===== src/rtl/obstacle_painter.sv =====
`default_nettype none
// ============================================================================
// Module      : obstacle_painter
// Description : Rectangle-fill engine for the obstacle image memory. One
//               command streams one pixel write per cycle in row-major order.
// Revision    : 1.0 - initial release
// ============================================================================
module obstacle_painter #(
    parameter int WIDTH  = 160,
    parameter int HEIGHT = 120
) (
    input  logic       clk,
    input  logic       resetn,
    input  logic       start,
    input  logic       clear,
    input  logic [7:0] x0,
    input  logic [7:0] x1,
    input  logic [6:0] y0,
    input  logic [6:0] y1,
    input  logic [2:0] color,
    output logic [7:0] mem_x,
    output logic [6:0] mem_y,
    output logic [2:0] mem_color,
    output logic       mem_wren,
    output logic       busy,
    output logic       done
);

    localparam logic [7:0] c_XMAX = 8'(WIDTH - 1);
    localparam logic [6:0] c_YMAX = 7'(HEIGHT - 1);

    typedef enum logic [1:0] {
        S_IDLE  = 2'd0,
        S_SETUP = 2'd1,
        S_FILL  = 2'd2,
        S_DONE  = 2'd3
    } state_t;

    state_t     r_state;

    // Latched command
    logic [7:0] r_x0;
    logic [7:0] r_x1;
    logic [6:0] r_y0;
    logic [6:0] r_y1;
    logic       r_clear;

    // Normalised rectangle bounds used while filling
    logic [7:0] r_xl;
    logic [7:0] r_xh;
    logic [6:0] r_yh;

    logic [7:0] r_mem_x;
    logic [6:0] r_mem_y;
    logic [2:0] r_mem_color;
    logic       r_mem_wren;
    logic       r_busy;
    logic       r_done;

    logic [7:0] w_xl;
    logic [7:0] w_xh;
    logic [6:0] w_yl;
    logic [6:0] w_yh;
    logic [7:0] w_xmax_raw;
    logic [6:0] w_ymax_raw;
    logic       w_empty;

    // Corner normalisation and clipping; clear overrides everything.
    always_comb begin
        w_xl       = (r_x0 < r_x1) ? r_x0 : r_x1;
        w_xmax_raw = (r_x0 < r_x1) ? r_x1 : r_x0;
        w_yl       = (r_y0 < r_y1) ? r_y0 : r_y1;
        w_ymax_raw = (r_y0 < r_y1) ? r_y1 : r_y0;
        w_xh       = (w_xmax_raw > c_XMAX) ? c_XMAX : w_xmax_raw;
        w_yh       = (w_ymax_raw > c_YMAX) ? c_YMAX : w_ymax_raw;
        w_empty    = (w_xl > c_XMAX) || (w_yl > c_YMAX);
        if (r_clear) begin
            w_xl    = 8'd0;
            w_xh    = c_XMAX;
            w_yl    = 7'd0;
            w_yh    = c_YMAX;
            w_empty = 1'b0;
        end
    end

    always_ff @(posedge clk or negedge resetn) begin
        if (!resetn) begin
            r_state     <= S_IDLE;
            r_x0        <= 8'd0;
            r_x1        <= 8'd0;
            r_y0        <= 7'd0;
            r_y1        <= 7'd0;
            r_clear     <= 1'b0;
            r_xl        <= 8'd0;
            r_xh        <= 8'd0;
            r_yh        <= 7'd0;
            r_mem_x     <= 8'd0;
            r_mem_y     <= 7'd0;
            r_mem_color <= 3'd0;
            r_mem_wren  <= 1'b0;
            r_busy      <= 1'b0;
            r_done      <= 1'b0;
        end else begin
            case (r_state)
                S_IDLE: begin
                    if (start) begin
                        r_x0        <= x0;
                        r_x1        <= x1;
                        r_y0        <= y0;
                        r_y1        <= y1;
                        r_clear     <= clear;
                        r_mem_color <= clear ? 3'b000 : color;
                        r_busy      <= 1'b1;
                        r_state     <= S_SETUP;
                    end
                end
                S_SETUP: begin
                    r_xl <= w_xl;
                    r_xh <= w_xh;
                    r_yh <= w_yh;
                    if (w_empty) begin
                        r_done  <= 1'b1;
                        r_state <= S_DONE;
                    end else begin
                        r_mem_x    <= w_xl;
                        r_mem_y    <= w_yl;
                        r_mem_wren <= 1'b1;
                        r_state    <= S_FILL;
                    end
                end
                S_FILL: begin
                    // Row turn reloads x in the same edge, so no gap cycle.
                    if (r_mem_x < r_xh) begin
                        r_mem_x <= r_mem_x + 8'd1;
                    end else if (r_mem_y < r_yh) begin
                        r_mem_x <= r_xl;
                        r_mem_y <= r_mem_y + 7'd1;
                    end else begin
                        r_mem_wren <= 1'b0;
                        r_done     <= 1'b1;
                        r_state    <= S_DONE;
                    end
                end
                S_DONE: begin
                    r_done  <= 1'b0;
                    r_busy  <= 1'b0;
                    r_state <= S_IDLE;
                end
                default: begin
                    r_mem_wren <= 1'b0;
                    r_done     <= 1'b0;
                    r_busy     <= 1'b0;
                    r_state    <= S_IDLE;
                end
            endcase
        end
    end

    assign mem_x     = r_mem_x;
    assign mem_y     = r_mem_y;
    assign mem_color = r_mem_color;
    assign mem_wren  = r_mem_wren;
    assign busy      = r_busy;
    assign done      = r_done;

endmodule
`default_nettype wire


===== config.mk =====
export PLATFORM = sky130hd
export DESIGN_NAME = obstacle_painter
export DESIGN_NICKNAME = d
export VERILOG_FILES = /design/src/rtl/obstacle_painter.sv
export SDC_FILE = /design/constraint.sdc
export NUM_CORES = 1
export LEC_CHECK = 0
export BUFFER_PORTS_ARGS = -buffer_cell sky130_fd_sc_hd__buf_4
export CAP_MARGIN = 0
export CORE_UTILIZATION = 40
export CTS_CLUSTER_DIAMETER = 150
export DETAILED_ROUTE_END_ITERATION = 10
export GPL_TIMING_DRIVEN = 0
export RECOVER_POWER = 25
export SETUP_SLACK_MARGIN = 0.15
export SLEW_MARGIN = 10
export SYNTH_ARGS = -nofsm -noshare
export SYNTH_HDL_FRONTEND = slang
export SYNTH_SLANG_ARGS = --single-unit

===== constraint.sdc =====
create_clock -name clk -period 3.7 [get_ports clk]
set_clock_uncertainty 0.1 [all_clocks]
set_input_delay 0.37 -clock clk [delete_from_list [all_inputs] [get_ports clk]]
set_output_delay 0.37 -clock clk [all_outputs]
set_load 0.005 [all_outputs]

==> results.json <==
{
  "routedWlPerCell_um": 16.31,
  "avgViaCountPerCell": 5.519,
  "synth_area_leader_cell": "dfrtp_1",
  "overflow": 0,
  "yosysTopAreaCellShare_pct": 41.54,
  "ys_seq_area_share_pct": 41.54,
  "core-area_um2": 11080,
  "worst-path-max-fanout": 10,
  "wirelength_um": 10590,
  "crit_required_ns": 3.82,
  "fin_nets": 573,
  "post-route-drc-count": 0,
  "tightest_slew_ns": 1.909,
  "root_buffer": "clkbuf_16",
  "grt_pass1_wl_um": 17660,
  "post_cts_resized": 0,
  "seqPwrFrac_pct": 28.4,
  "netlist_area_um2": 4638,
  "cts_tree": "built",
  "yosys_warnings": 0,
  "max_freq_mhz": 345.8,
  "power.static_leakage_uw": 0.002636,
  "antenna_found_initial": 0,
  "die_w_um": 109.7,
  "grt_start_max_net_pins": 78,
  "max-cap-violations": 1,
  "yosysMostFrequentCell": "dfrtp_1",
  "ys_ff_latch": 77,
  "whs_ns": 0.1644,
  "switching_share_pct": 41.60,
  "power_switching_uw": 2429,
  "cts_buffers": 9,
  "rows": 38,
  "synthMuxAreaShare_pct": 19.75,
  "io_pins": 58,
  "grt_use_total_pct": 19.48,
  "violations": "capacitance limit, slew limit",
  "clk_pin_slew_ns": 0.06,
  "antenna_cells": 0,
  "synth_simple_gate_area_share_pct": 10.17,
  "place.gp.congestion": 0.8198,
  "holdBufCountCts": 0,
  "crit_path_frequent_cell": "mux2_2",
  "synth_top_family_by_area": "multiplexers",
  "start_util_pct": 41.87,
  "ir_drop_mv": 0.4015,
  "async_flop_share_pct": 100.0,
  "comb_power_share_pct": 55.7,
  "final-setup-viol-count": 0,
  "cts_setup_buffers": 0,
  "routed-via-count": 3582,
  "grt_pass1_vias": 3528,
  "syn2layout_area_growth_pct": 19.61,
  "fillers": 987,
  "clock_power_share_pct": 15.9,
  "final_antenna_net_count": 0,
  "drt_iter0_drc": 153,
  "die_h_um": 109.7,
  "arrival_ns": 3.01,
  "max_stage_delay_ns": 0.44,
  "synthFlopType": "dfrtp_1",
  "hold_viol": 0,
  "crit-reg2reg-launch": "mem_x[1]",
  "critPathLaunch": "mem_x[1]",
  "path_cells": "ha_1, a211o_1, a2111oi_4, or2_2, buf_6, mux2_2, mux2_2, mux2_2",
  "internal-power_uw": 3410,
  "clock_latency_ns": 0.33,
  "synth_compound_area_share_pct": 14.94,
  "worstHoldStart": "y0[3]",
  "yosys-top-cells-count": "77 x dfrtp_1, 56 x mux2_2, 33 x inv_1",
  "cts_max_level": 3,
  "slew_headroom_pct": -27.24,
  "yosys-top-cells-area": "dfrtp_1 42%, mux2_2 14%, ha_1 8.6%",
  "postSynthCellCount": 436,
  "criticalPathCategory": "register to register",
  "synthXorXnorAreaFrac_pct": 0.7553,
  "synth_cell_types": 52,
  "placement.io_buffers": 57,
  "drtPass1Iterations": 5,
  "cts_max_path_buffers": 2,
  "end_kind": "register",
  "crit_path_start_kind": "register",
  "fin_crit_sh_pct": 78.15,
  "drv_slew": 78,
  "post-route-min-period_ns": 2.892,
  "die_area_um2": 12030,
  "clock-sinks": 77,
  "pwr_density_cell_nw_per_um2": 1053,
  "hp-class": "input pin to register",
  "drive_gt1_share_pct": 28.09,
  "outcome": "finished with violations",
  "synth_edf_count": 0,
  "hpwlAfterDp_um": 7933,
  "setup-tns-final_ns": 0,
  "synth-adder-area-share_pct": 8.632,
  "slowest_stage": "dfrtp_1",
  "avgSynthCellArea_um2": 10.64,
  "syn-num-nets": 505,
  "rsz0062_at_grt": "no"
}
==> power groups by stage <==
stage | clock, µW | sequential (µW) | combinational (µW)
2_1_floorplan | 0 | 1550 | 2470
3_3_place_gp | 0 | 1650 | 3160
3_5_place_dp | 0 | 1670 | 3250
4_1_cts | 947 | 1660 | 3280
5_1_grt | 984 | 1720 | 3630
6_report | 930 | 1660 | 3250
==> routing by layer <==
| layer | up-vias | routed length (µm) | part of all wire, % | global-route usage [%] |
|---|---|---|---|---|
| li1 | 1729 | - | - | - |
| met1 | 1746 | 5074 | 48 | 27.38 |
| met2 | 95 | 4792 | 45 | 29.96 |
| met3 | 12 | 559 | 5.3 | 3.320 |
| met4 | 0 | 162 | 1.5 | 7.429 |
| met5 | - | 0 | 0 | 0 |
==> path summary, 6_finish.rpt <==
check / cells past startpoint / slack (ns) / endpoint
hold reg to reg: 2 / 0.38 / mem_color[2]
setup / recovery: 8 / 0.81 / mem_x[3]
min in group asynchronous: 1 / 0.46 / r_y1[2]
setup reg to reg: 8 / 0.81 / mem_x[3]
hold / removal: 2 / 0.16 / r_y0[3]
max in group asynchronous: 1 / 1.90 / r_x0[5]
==> flip-flops by register name, summed over array words and instances, names as in the netlist, 2 cells and up <==
name       cells
r_yh           7
mem_y          7
r_xl           8
mem_color      3
r_state        2
r_x0           8
r_xh           8
r_x1           8
r_y1           7
mem_x          8
r_y0           7
==> cell families (layout without fill, tap and decap cells) <==
family | count (synthesis) | after routing
AOI/OAI and AO/OA | 95 | 95
muxes | 84 | 84
DFF | 77 | 77
xor gates and xnor gates | 4 | 4
adders and majority gates | 32 | 32
and+or+nand+nor | 96 | 96
buffers and inverters | 48 | 121
==> cells in the final DEF (no fill, tap or decap), types with 4 or more instances in the layout <==
| cell type | netlist | routed |
|---|---|---|
| dfrtp_1 | 77 | 77 |
| buf_4 | 1 | 57 |
| mux2_2 | 56 | 56 |
| inv_1 | 33 | 33 |
| ha_1 | 32 | 32 |
| mux2i_1 | 27 | 27 |
| nor2_1 | 26 | 26 |
| o21ai_0 | 18 | 18 |
| nand3_1 | 15 | 15 |
| a21oi_1 | 15 | 15 |
| nand2_1 | 14 | 14 |
| clkbuf_1 | 10 | 13 |
| a22oi_1 | 10 | 10 |
| nor3_1 | 10 | 10 |
| clkbuf_16 | 0 | 9 |
| nand2b_1 | 8 | 8 |
| nand4_1 | 8 | 8 |
| a211oi_1 | 7 | 7 |
| a21o_1 | 6 | 6 |
| a31oi_1 | 5 | 5 |
| xnor2_1 | 4 | 4 |
| nor2b_1 | 4 | 4 |
| o2bb2ai_1 | 4 | 4 |
| o22ai_1 | 4 | 4 |
==> critical path, delay by kind of cell, from the launching register on <==
kind	cells	cell delay, ns
DFF	1	0.44
AOI/OAI and AO/OA	2	0.71
adders and majority gates	1	0.32
muxes	3	0.86
buffers and inverters	1	0.15
and+or+nand+nor	1	0.20
==> through the flow <==
| step | cells | util (%) | setup WS, ns | cell area [µm²] | total power (µW) |
|---|---|---|---|---|---|
| after floorplan | 436 | - | 0.9685 | 4638 | 4012 |
| after global placement | 633 | 47.31 | 0.8089 | 5241 | 4812 |
| after detailed placement | 633 | 47.31 | 0.7818 | 5241 | 4922 |
| after CTS | 649 | 50.10 | 0.7765 | 5550 | 5878 |
| after global routing | 649 | 50.08 | 0.4911 | 5548 | 6339 |
| final | 649 | 50.08 | 0.8085 | 5548 | 5839 |
==> area by class of cell <==
class	instances	area, µm²	area share, %
Clock inverter	4	72.57	1.308
Tap cell	140	175.2	3.157
Sequential cell	77	1927	34.73
Clock buffer	12	236.5	4.263
Inverter	33	123.9	2.233
Buffer	15	71.32	1.286
Timing Repair Buffer	57	425.4	7.668
Multi-Input combinational cell	311	2516	45.35
(Power assumes the default switching activity.)
